$ cat src/rtl/fizzbuzz_tx_if.sv
// rtl/fizzbuzz_tx_if.sv - byte handshake between fizzbuzz_tx and uart_tx
interface fizzbuzz_tx_if;
    logic [7:0] o_tx_data;
    logic       o_tx_valid;
    logic       i_tx_busy;

    modport master (
        output o_tx_data,
        output o_tx_valid,
        input  i_tx_busy
    );

    modport slave (
        input  o_tx_data,
        input  o_tx_valid,
        output i_tx_busy
    );
endinterface

$ cat src/rtl/fizzbuzz_tx.sv
// rtl/fizzbuzz_tx.sv - FizzBuzz 1..MAX_N ASCII byte generator paced by uart_tx busy
// FIZZBUZZ_CRLF_EN defined: lines end in CR LF; undefined: LF only.
module fizzbuzz_tx #(
    parameter int MAX_N  = 100,
    parameter int DIGITS = 3
) (
    input  logic          clk,
    input  logic          rst,
    input  logic          i_start,
    fizzbuzz_tx_if.master tx,
    output logic          o_busy,
    output logic          o_done
);

    localparam int NW = 4 * DIGITS;
    localparam int CW = $clog2(((DIGITS > 8) ? DIGITS : 8) + 1);

    typedef logic [NW-1:0] bcd_t;
    typedef logic [CW-1:0] chr_t;

    localparam logic [1:0] TOK_BODY = 2'd0;
    localparam logic [1:0] TOK_TERM = 2'd1;
    localparam logic [1:0] TOK_END  = 2'd2;

`ifdef FIZZBUZZ_CRLF_EN
    localparam chr_t TERM_LEN = chr_t'(2);
`else
    localparam chr_t TERM_LEN = chr_t'(1);
`endif

    typedef enum logic [2:0] {
        S_IDLE,
        S_HOLD,
        S_WAIT,
        S_ADVANCE,
        S_DONE
    } state_t;

    function automatic bcd_t to_bcd(input int v);
        bcd_t r;
        int   t;
        r = '0;
        t = v;
        for (int i = 0; i < DIGITS; i++) begin
            r = r | (bcd_t'(t % 10) << (4 * i));
            t = t / 10;
        end
        return r;
    endfunction

    localparam bcd_t BCD_MAX = to_bcd(MAX_N);
    localparam bcd_t BCD_ONE = to_bcd(1);

    function automatic bcd_t bcd_inc(input bcd_t v);
        bcd_t       r;
        bcd_t       src;
        logic       carry;
        logic [3:0] d;
        r     = '0;
        src   = v;
        carry = 1'b1;
        for (int i = 0; i < DIGITS; i++) begin
            d   = src[3:0];
            src = src >> 4;
            if (carry) begin
                if (d == 4'd9) begin
                    d = 4'd0;
                end else begin
                    d     = d + 4'd1;
                    carry = 1'b0;
                end
            end
            r = r | (bcd_t'(d) << (4 * i));
        end
        return r;
    endfunction

    // Leading zero digits, never counting the units digit.
    function automatic chr_t lead_zeros(input bcd_t v);
        chr_t z;
        logic found;
        bcd_t s;
        z     = '0;
        found = 1'b0;
        for (int i = DIGITS - 1; i >= 1; i--) begin
            s = v >> (4 * i);
            if (!found && s[3:0] == 4'd0) begin
                z = z + chr_t'(1);
            end else begin
                found = 1'b1;
            end
        end
        return z;
    endfunction

    function automatic chr_t body_len(input bcd_t v, input logic [1:0] m3, input logic [2:0] m5);
        if (m3 == 2'd0 && m5 == 3'd0) begin
            return chr_t'(8);
        end else if (m3 == 2'd0 || m5 == 3'd0) begin
            return chr_t'(4);
        end
        return chr_t'(DIGITS) - lead_zeros(v);
    endfunction

    function automatic logic [7:0] body_byte(input bcd_t v, input logic [1:0] m3,
                                             input logic [2:0] m5, input chr_t chr);
        logic [7:0] fizz_ch;
        logic [7:0] buzz_ch;
        bcd_t       s;
        int         pos;
        case (chr[1:0])
            2'd0:    fizz_ch = 8'h46;
            2'd1:    fizz_ch = 8'h69;
            default: fizz_ch = 8'h7A;
        endcase
        case (chr[1:0])
            2'd0:    buzz_ch = 8'h42;
            2'd1:    buzz_ch = 8'h75;
            default: buzz_ch = 8'h7A;
        endcase
        if (m3 == 2'd0 && m5 == 3'd0) begin
            return (chr < chr_t'(4)) ? fizz_ch : buzz_ch;
        end else if (m3 == 2'd0) begin
            return fizz_ch;
        end else if (m5 == 3'd0) begin
            return buzz_ch;
        end
        pos = DIGITS - 1 - int'(lead_zeros(v)) - int'(chr);
        s   = v >> (4 * pos);
        return 8'h30 + {4'd0, s[3:0]};
    endfunction

    function automatic logic [7:0] byte_at(input bcd_t v, input logic [1:0] m3,
                                           input logic [2:0] m5, input logic [1:0] tok,
                                           input chr_t chr);
        if (tok == TOK_BODY) begin
            return body_byte(v, m3, m5, chr);
        end
`ifdef FIZZBUZZ_CRLF_EN
        return (chr == chr_t'(0)) ? 8'h0D : 8'h0A;
`else
        return 8'h0A;
`endif
    endfunction

    // Cursor position following the byte at {tok, chr}.
    function automatic logic [CW+1:0] cursor_after(input bcd_t v, input logic [1:0] m3,
                                                   input logic [2:0] m5, input logic [1:0] tok,
                                                   input chr_t chr);
        chr_t nx;
        nx = chr + chr_t'(1);
        case (tok)
            TOK_BODY: return (nx == body_len(v, m3, m5)) ? {TOK_TERM, chr_t'(0)} : {TOK_BODY, nx};
            TOK_TERM: return (nx == TERM_LEN) ? {TOK_END, chr_t'(0)} : {TOK_TERM, nx};
            default:  return {TOK_END, chr_t'(0)};
        endcase
    endfunction

    state_t     state;
    bcd_t       n;
    logic [1:0] mod3;
    logic [2:0] mod5;
    logic [1:0] tok;
    chr_t       chr;

    bcd_t          n_inc;
    logic [1:0]    m3_inc;
    logic [2:0]    m5_inc;
    logic [7:0]    cur_byte;
    logic [CW+1:0] cur_after;
    logic [7:0]    adv_byte;
    logic [CW+1:0] adv_after;
    logic [7:0]    start_byte;
    logic [CW+1:0] start_after;

    assign n_inc       = bcd_inc(n);
    assign m3_inc      = (mod3 == 2'd2) ? 2'd0 : mod3 + 2'd1;
    assign m5_inc      = (mod5 == 3'd4) ? 3'd0 : mod5 + 3'd1;
    assign cur_byte    = byte_at(n, mod3, mod5, tok, chr);
    assign cur_after   = cursor_after(n, mod3, mod5, tok, chr);
    assign adv_byte    = byte_at(n_inc, m3_inc, m5_inc, TOK_BODY, chr_t'(0));
    assign adv_after   = cursor_after(n_inc, m3_inc, m5_inc, TOK_BODY, chr_t'(0));
    assign start_byte  = byte_at(BCD_ONE, 2'd1, 3'd1, TOK_BODY, chr_t'(0));
    assign start_after = cursor_after(BCD_ONE, 2'd1, 3'd1, TOK_BODY, chr_t'(0));

    always_ff @(posedge clk or negedge rst) begin
        if (!rst) begin
            state         <= S_IDLE;
            n             <= '0;
            mod3          <= 2'd0;
            mod5          <= 3'd0;
            tok           <= TOK_BODY;
            chr           <= '0;
            tx.o_tx_data  <= 8'h00;
            tx.o_tx_valid <= 1'b0;
            o_busy        <= 1'b0;
            o_done        <= 1'b0;
        end else begin
            tx.o_tx_valid <= 1'b0;
            o_done        <= 1'b0;
            case (state)
                S_IDLE: begin
                    if (i_start && !tx.i_tx_busy) begin
                        n             <= BCD_ONE;
                        mod3          <= 2'd1;
                        mod5          <= 3'd1;
                        tx.o_tx_data  <= start_byte;
                        tx.o_tx_valid <= 1'b1;
                        {tok, chr}    <= start_after;
                        o_busy        <= 1'b1;
                        state         <= S_HOLD;
                    end
                end
                // Gives uart_tx one cycle to raise busy after the strobe.
                S_HOLD: state <= S_WAIT;
                S_WAIT: begin
                    if (!tx.i_tx_busy) begin
                        if (tok != TOK_END) begin
                            tx.o_tx_data  <= cur_byte;
                            tx.o_tx_valid <= 1'b1;
                            {tok, chr}    <= cur_after;
                            state         <= S_HOLD;
                        end else if (n == BCD_MAX) begin
                            o_done <= 1'b1;
                            state  <= S_DONE;
                        end else begin
                            state <= S_ADVANCE;
                        end
                    end
                end
                // Busy was already seen low in WAIT, so the new line starts here.
                S_ADVANCE: begin
                    n             <= n_inc;
                    mod3          <= m3_inc;
                    mod5          <= m5_inc;
                    tx.o_tx_data  <= adv_byte;
                    tx.o_tx_valid <= 1'b1;
                    {tok, chr}    <= adv_after;
                    state         <= S_HOLD;
                end
                S_DONE: begin
                    o_busy <= 1'b0;
                    state  <= S_IDLE;
                end
                default: state <= S_IDLE;
            endcase
        end
    end

endmodule

$ cat src/flat_wrapper.sv
// flat-port wrapper written by rule: the top's interface ports become plain ports
module fizzbuzz_tx_flat 
#(
    parameter int MAX_N  = 100,
    parameter int DIGITS = 3
)
  (clk, rst, i_start, o_busy, o_done, tx_o_tx_data, tx_o_tx_valid, tx_i_tx_busy);
  fizzbuzz_tx_if tx_i ();
  input  logic clk;
  input  logic rst;
  input  logic i_start;
  output logic o_busy;
  output logic o_done;
  output wire logic [$bits(tx_i.o_tx_data)-1:0] tx_o_tx_data;
  output wire logic [$bits(tx_i.o_tx_valid)-1:0] tx_o_tx_valid;
  input wire logic [$bits(tx_i.i_tx_busy)-1:0] tx_i_tx_busy;
  assign tx_o_tx_data = tx_i.o_tx_data;
  assign tx_o_tx_valid = tx_i.o_tx_valid;
  assign tx_i.i_tx_busy = tx_i_tx_busy;
  fizzbuzz_tx #(.MAX_N(MAX_N), .DIGITS(DIGITS)) u_core (.clk(clk), .rst(rst), .i_start(i_start), .tx(tx_i), .o_busy(o_busy), .o_done(o_done));
endmodule
$ cat config.mk
export PLATFORM = sky130hd
export DESIGN_NAME = fizzbuzz_tx_flat
export DESIGN_NICKNAME = d
export VERILOG_FILES = /design/src/rtl/fizzbuzz_tx_if.sv /design/src/rtl/fizzbuzz_tx.sv /design/src/flat_wrapper.sv
export SDC_FILE = /design/constraint.sdc
export NUM_CORES = 1
export LEC_CHECK = 0
export BUFFER_PORTS_ARGS = -buffer_cell sky130_fd_sc_hd__buf_2
export CORE_MARGIN = 4
export CORE_UTILIZATION = 41
export DETAILED_ROUTE_END_ITERATION = 16
export GPL_TIMING_DRIVEN = 1
export SLEW_MARGIN = 30
export SYNTH_ARGS = -nofsm -noshare
export SYNTH_HDL_FRONTEND = slang
export SYNTH_SLANG_ARGS = --single-unit
$ cat constraint.sdc
create_clock -name clk -period 7.38 [get_ports clk]
set_clock_uncertainty 0.1 [all_clocks]
set_input_delay 0.369 -clock clk [delete_from_list [all_inputs] [get_ports clk]]
set_output_delay 0.369 -clock clk [all_outputs]
set_load 0.005 [all_outputs]
==> impl.org <==
** Run status
- Outcome :: completed

** Finish
- Nets@finish :: 405
- The filler cells instantiated in the layout total 746.
- Utilization after layout :: 0.454
- Of the cells placed in the final design, the portion with a size suffix greater than 1 is 0.123.
- The area growth from synthesis to layout is 6.60%.
- 0 antenna diodes ended up in the layout.

** Pwr
- Of the total power, the clock network draws 0.125.
- Int Power :: 631 uW
- Power share of the combinational group :: 0.596
- Leak Pwr :: 0.00139 uW
- Power Dens Cells :: 360 nW/um^2
- Net switching power :: 563 uW
- Of the total power, the share spent switching nets is 0.471.
- The worst-case IR drop observed on VDD is 0.0000950 V.
- Proportion of power drawn by flip-flops and latches :: 0.279

** Route
- Vias after detailed routing :: 2728
- Number of iterations in the first detailed-routing pass :: 4
- Number of design rule violations left after detail routing :: 0
- 1st-iter DRT viols :: 124
- Detailed route wirelength on metal2 :: 3640 microns
- Routed signal wires occupy layers up through met4.
- Dividing the detail-routed via count by the number of cells gives 5.76.
- The detail route stage leaves a number of antenna-violating nets equal to 0.
- The detailed router put a total of 3710 microns of wire on met1.
- Detailed routing placed a total of 345 microns of wire on met3.
- The final layout contains routed wiring with a total length of 7910 microns.
- Wire per inst :: 16.7 microns

** Clock tree
- Clock tree from TritonCTS :: yes
- Number of gates given a new drive strength after cts :: 0
- Number of buffers created by CTS :: 5
- Number of buffers between clock root and the deepest sink :: 2
- Clock tree synthesis selected as its root buffer the cell sky130_fd_sc_hd__clkbuf_8.
- After clock tree synthesis, the clock-pin slew on the worst setup and hold paths is 80 ps.
- In this run the number of H-tree levels came out at 2.
- For this design, the sink count on the clock tree is 36.
- Clk Latency, worst-skew pair :: 300 ps

** Critical path
- Kind of end point of the critical path :: register
- For the worst setup path, the data arrival time is 4490 ps.
- Data on the critical path is required at its endpoint by 7510 ps.
- Max FO, Critical Path :: 9
- The critical path in this run is classified as register to register.
- The worst setup path is launched from a register.

** Floorplan
- Measured along the x axis, the die boundary spans 95.1 microns.
- The floorplan step defined a die boundary enclosing 9040 sq um.
- Number of placement rows :: 31
- For this configuration, the core starts out at a cell density of 0.426.
- Core outline area :: 7290 sq um
- In this run the vertical extent of the chip is 95.1 microns.
- Io pins :: 15

** STA
- In the finished design, the share of the clock period the worst path needs comes to 0.592.
- In this run the tightest slew margin relative to its limit is 0.496.
- Final hold analysis gives a worst-case slack of 267 ps.
- Worst Max-Slew Pin Slew :: 746 ps
- Highest achievable clock rate :: 229 MHz
- # setup viols final :: 0
- Minimum clock period after layout :: 4370 ps
- The final hold violation count is 0.
- For the final routed database, the setup TNS stands at 0 ps.
- Setup repair after global routing left no endpoint under its margin.
- The final count of pins violating max slew is 0.

** Logic synthesis
- Netlist Area Pre-Place :: 3110 sq um
- The area fraction in compound gates after synthesis was 0.256.
- Mean Syn Cell Area :: 8.38 sq um
- Post-synthesis share of cell area spent on and, or, nand and nor gates :: 0.240
- Number of enable flip-flop cells after synthesis :: 0
- Area share of the leading cell type in the synthesized netlist :: 0.290
- The synthesized netlist contains 77 unique library cells.
- Of the total synthesized cell area, the portion taken by XOR and XNOR cells is 0.0225.
- FFs w/ async S/R, synth :: 1.00
- Synthesized netlist net count :: 402
- Largest family of logic cells by synthesized area :: compound AO/OA/AOI/OAI gates
- Cells taking the most area after synthesis :: sky130_fd_sc_hd__dfrtp_1 29%, sky130_fd_sc_hd__ha_1 10%, sky130_fd_sc_hd__o21ai_0 4.7%
- The most used flip-flop cell after synthesis is sky130_fd_sc_hd__dfrtp_1.
- Cell type with the largest total area after synthesis :: sky130_fd_sc_hd__dfrtp_1
- Commonest cells post-synth :: 36 x sky130_fd_sc_hd__dfrtp_1, 36 x sky130_fd_sc_hd__nand2_1, 32 x sky130_fd_sc_hd__nor2_1
- After synthesis, the share of cell area in mux cells is 0.0141.
- Post-Synthesis Cells :: 371
- Register area share after synthesis :: 0.290
- Warnings from Yosys :: 0
- Post-synthesis sequential element count :: 36
- Of the total synthesized cell area, the portion taken by full adders, half adders and majority gates is 0.111.

** Global route
- Maximum number of pins on one net before global-route repair :: 37
- The first global-routing pass estimated 12900 microns of wire.
- Global route total overflow :: 0
- Number of global-route vias before repair :: 2529
- GRT Util Overall :: 0.182
- Initial antenna violation count :: 0

** Place
- Final weighted congestion in routability-driven placement :: 0.930
- Detailed placement finished with a half-perimeter wire length of 5910 microns.
- The count of buffers added on input and output ports is 13.

** Flow run
- Across the run, the number of max-cap violations was 0.

** Min path
- Worst min-delay path category :: input port to register
==> critical path, stage by stage, from the launching register on <==
cell and delay, ps:
sky130_fd_sc_hd__dfrtp_1 480, sky130_fd_sc_hd__inv_1 150, sky130_fd_sc_hd__ha_1 200, sky130_fd_sc_hd__or3b_2 470
sky130_fd_sc_hd__nor2_1 200, sky130_fd_sc_hd__ha_1 310, sky130_fd_sc_hd__fa_1 500, sky130_fd_sc_hd__nor2_1 110
sky130_fd_sc_hd__nor2_1 50, sky130_fd_sc_hd__o22a_1 170, sky130_fd_sc_hd__o22ai_1 120, sky130_fd_sc_hd__ha_1 250
sky130_fd_sc_hd__nand4b_1 160, sky130_fd_sc_hd__nor2_1 120, sky130_fd_sc_hd__nand3_1 80, sky130_fd_sc_hd__nor3b_1 500
sky130_fd_sc_hd__a211oi_1 150, sky130_fd_sc_hd__o22ai_1 180
==> kinds of logic after synthesis <==
group,after synthesis
AOI/OAI and AO/OA,112
other,1
adders and majority gates,27
buffers and inverters,46
and+or+nand+nor,137
xor gates and xnor gates,8
DFF,36
muxes,4
==> metal layers <==
| layer | global-route usage | vias to the layer above |
|---|---|---|
| li1 | - | 1346 |
| met1 | 0.249 | 1307 |
| met2 | 0.293 | 57 |
| met3 | 0.0245 | 18 |
| met4 | 0.0697 | 0 |
| met5 | 0 | - |
==> through the flow <==
stage,cell area [sq um],worst slack [ps],std cells,total power (uW)
2_1_floorplan,3110,3460,371,872
4_1_cts,3280,3030,472,1200
3_5_place_dp,3200,3050,464,1040
3_3_place_gp,3200,3190,464,1030
5_1_grt,3310,2640,474,1310
6_report,3310,3010,474,1190
==> path summary, 6_finish.rpt <==
check | from | to | slack (ps) | cells past startpoint
max in group asynchronous | rst | u_core.n[7]$_DFFE_PN0P_ | 6390 | 3
min reg2reg | u_core.tx.o_tx_data[4]$_DFFE_PN0P_ | u_core.tx.o_tx_data[4]$_DFFE_PN0P_ | 400 | 1
max | u_core.n[5]$_DFFE_PN0P_ | u_core.tx.o_tx_data[0]$_DFFE_PN0P_ | 3010 | 17
min in group asynchronous | rst | u_core.chr[2]$_DFFE_PN0P_ | 360 | 2
max reg2reg | u_core.n[5]$_DFFE_PN0P_ | u_core.tx.o_tx_data[0]$_DFFE_PN0P_ | 3010 | 17
min | tx_i_tx_busy | u_core.o_done$_DFF_PN0_ | 270 | 2
==> cell usage in the layout (no fill, tap or decap), types with 3 or more instances in the layout <==
cell	count
sky130_fd_sc_hd__or3_1	3
sky130_fd_sc_hd__o211ai_1	4
sky130_fd_sc_hd__o22ai_1	4
sky130_fd_sc_hd__inv_1	26
sky130_fd_sc_hd__nand2_1	36
sky130_fd_sc_hd__ha_1	26
sky130_fd_sc_hd__nor3_1	9
sky130_fd_sc_hd__or2_2	3
sky130_fd_sc_hd__nor2b_1	6
sky130_fd_sc_hd__and3b_1	3
sky130_fd_sc_hd__o21ai_0	29
sky130_fd_sc_hd__dfrtp_1	36
sky130_fd_sc_hd__nand4_1	3
sky130_fd_sc_hd__nor2_1	32
sky130_fd_sc_hd__a211o_1	3
sky130_fd_sc_hd__nor3b_1	5
sky130_fd_sc_hd__xnor2_1	7
sky130_fd_sc_hd__nand2b_1	6
sky130_fd_sc_hd__nand3_1	9
sky130_fd_sc_hd__mux2_2	3
sky130_fd_sc_hd__buf_2	13
sky130_fd_sc_hd__o21a_1	3
sky130_fd_sc_hd__a211oi_1	3
sky130_fd_sc_hd__a22o_1	3
sky130_fd_sc_hd__a31oi_1	3
sky130_fd_sc_hd__nand3b_1	3
sky130_fd_sc_hd__clkbuf_8	5
sky130_fd_sc_hd__a21oi_1	24
==> repair_timing <==
item / in CTS / in global routing
hold buffers: 0 / 1
buffers inserted: 0 / 0
hold endpoints to repair: 0 / 8
==> registers in the layout, summed over array words and instances, names as in the netlist <==
name                  cells
u_core.n                 12
u_core.mod5               3
u_core.o_done             1
u_core.tx.o_tx_data       7
u_core.tok                2
u_core.o_busy             1
u_core.chr                4
u_core.tx.o_tx_valid      1
u_core.state              3
u_core.mod3               2
==> power by group through the flow <==
| stage | clock, uW | combinational [uW] | sequential, uW |
|---|---|---|---|
| after CTS | 155 | 713 | 332 |
| after detailed placement | 0 | 709 | 335 |
| after global routing | 163 | 806 | 342 |
| after floorplan | 0 | 573 | 299 |
| final | 149 | 712 | 333 |
| after global placement | 0 | 700 | 335 |
==> cell type report <==
cell class	count	area, sq um	share of cell area
well taps	99	124	0.0374
repair buffers	15	95.1	0.0287
flip-flops and latches	36	901	0.272
clock buffers	5	68.8	0.0208
multi-input cells	289	2000	0.605
clock inverters	3	18.8	0.00566
inverters	27	101	0.0306
Note: power is estimated with default switching activity, not from simulation.
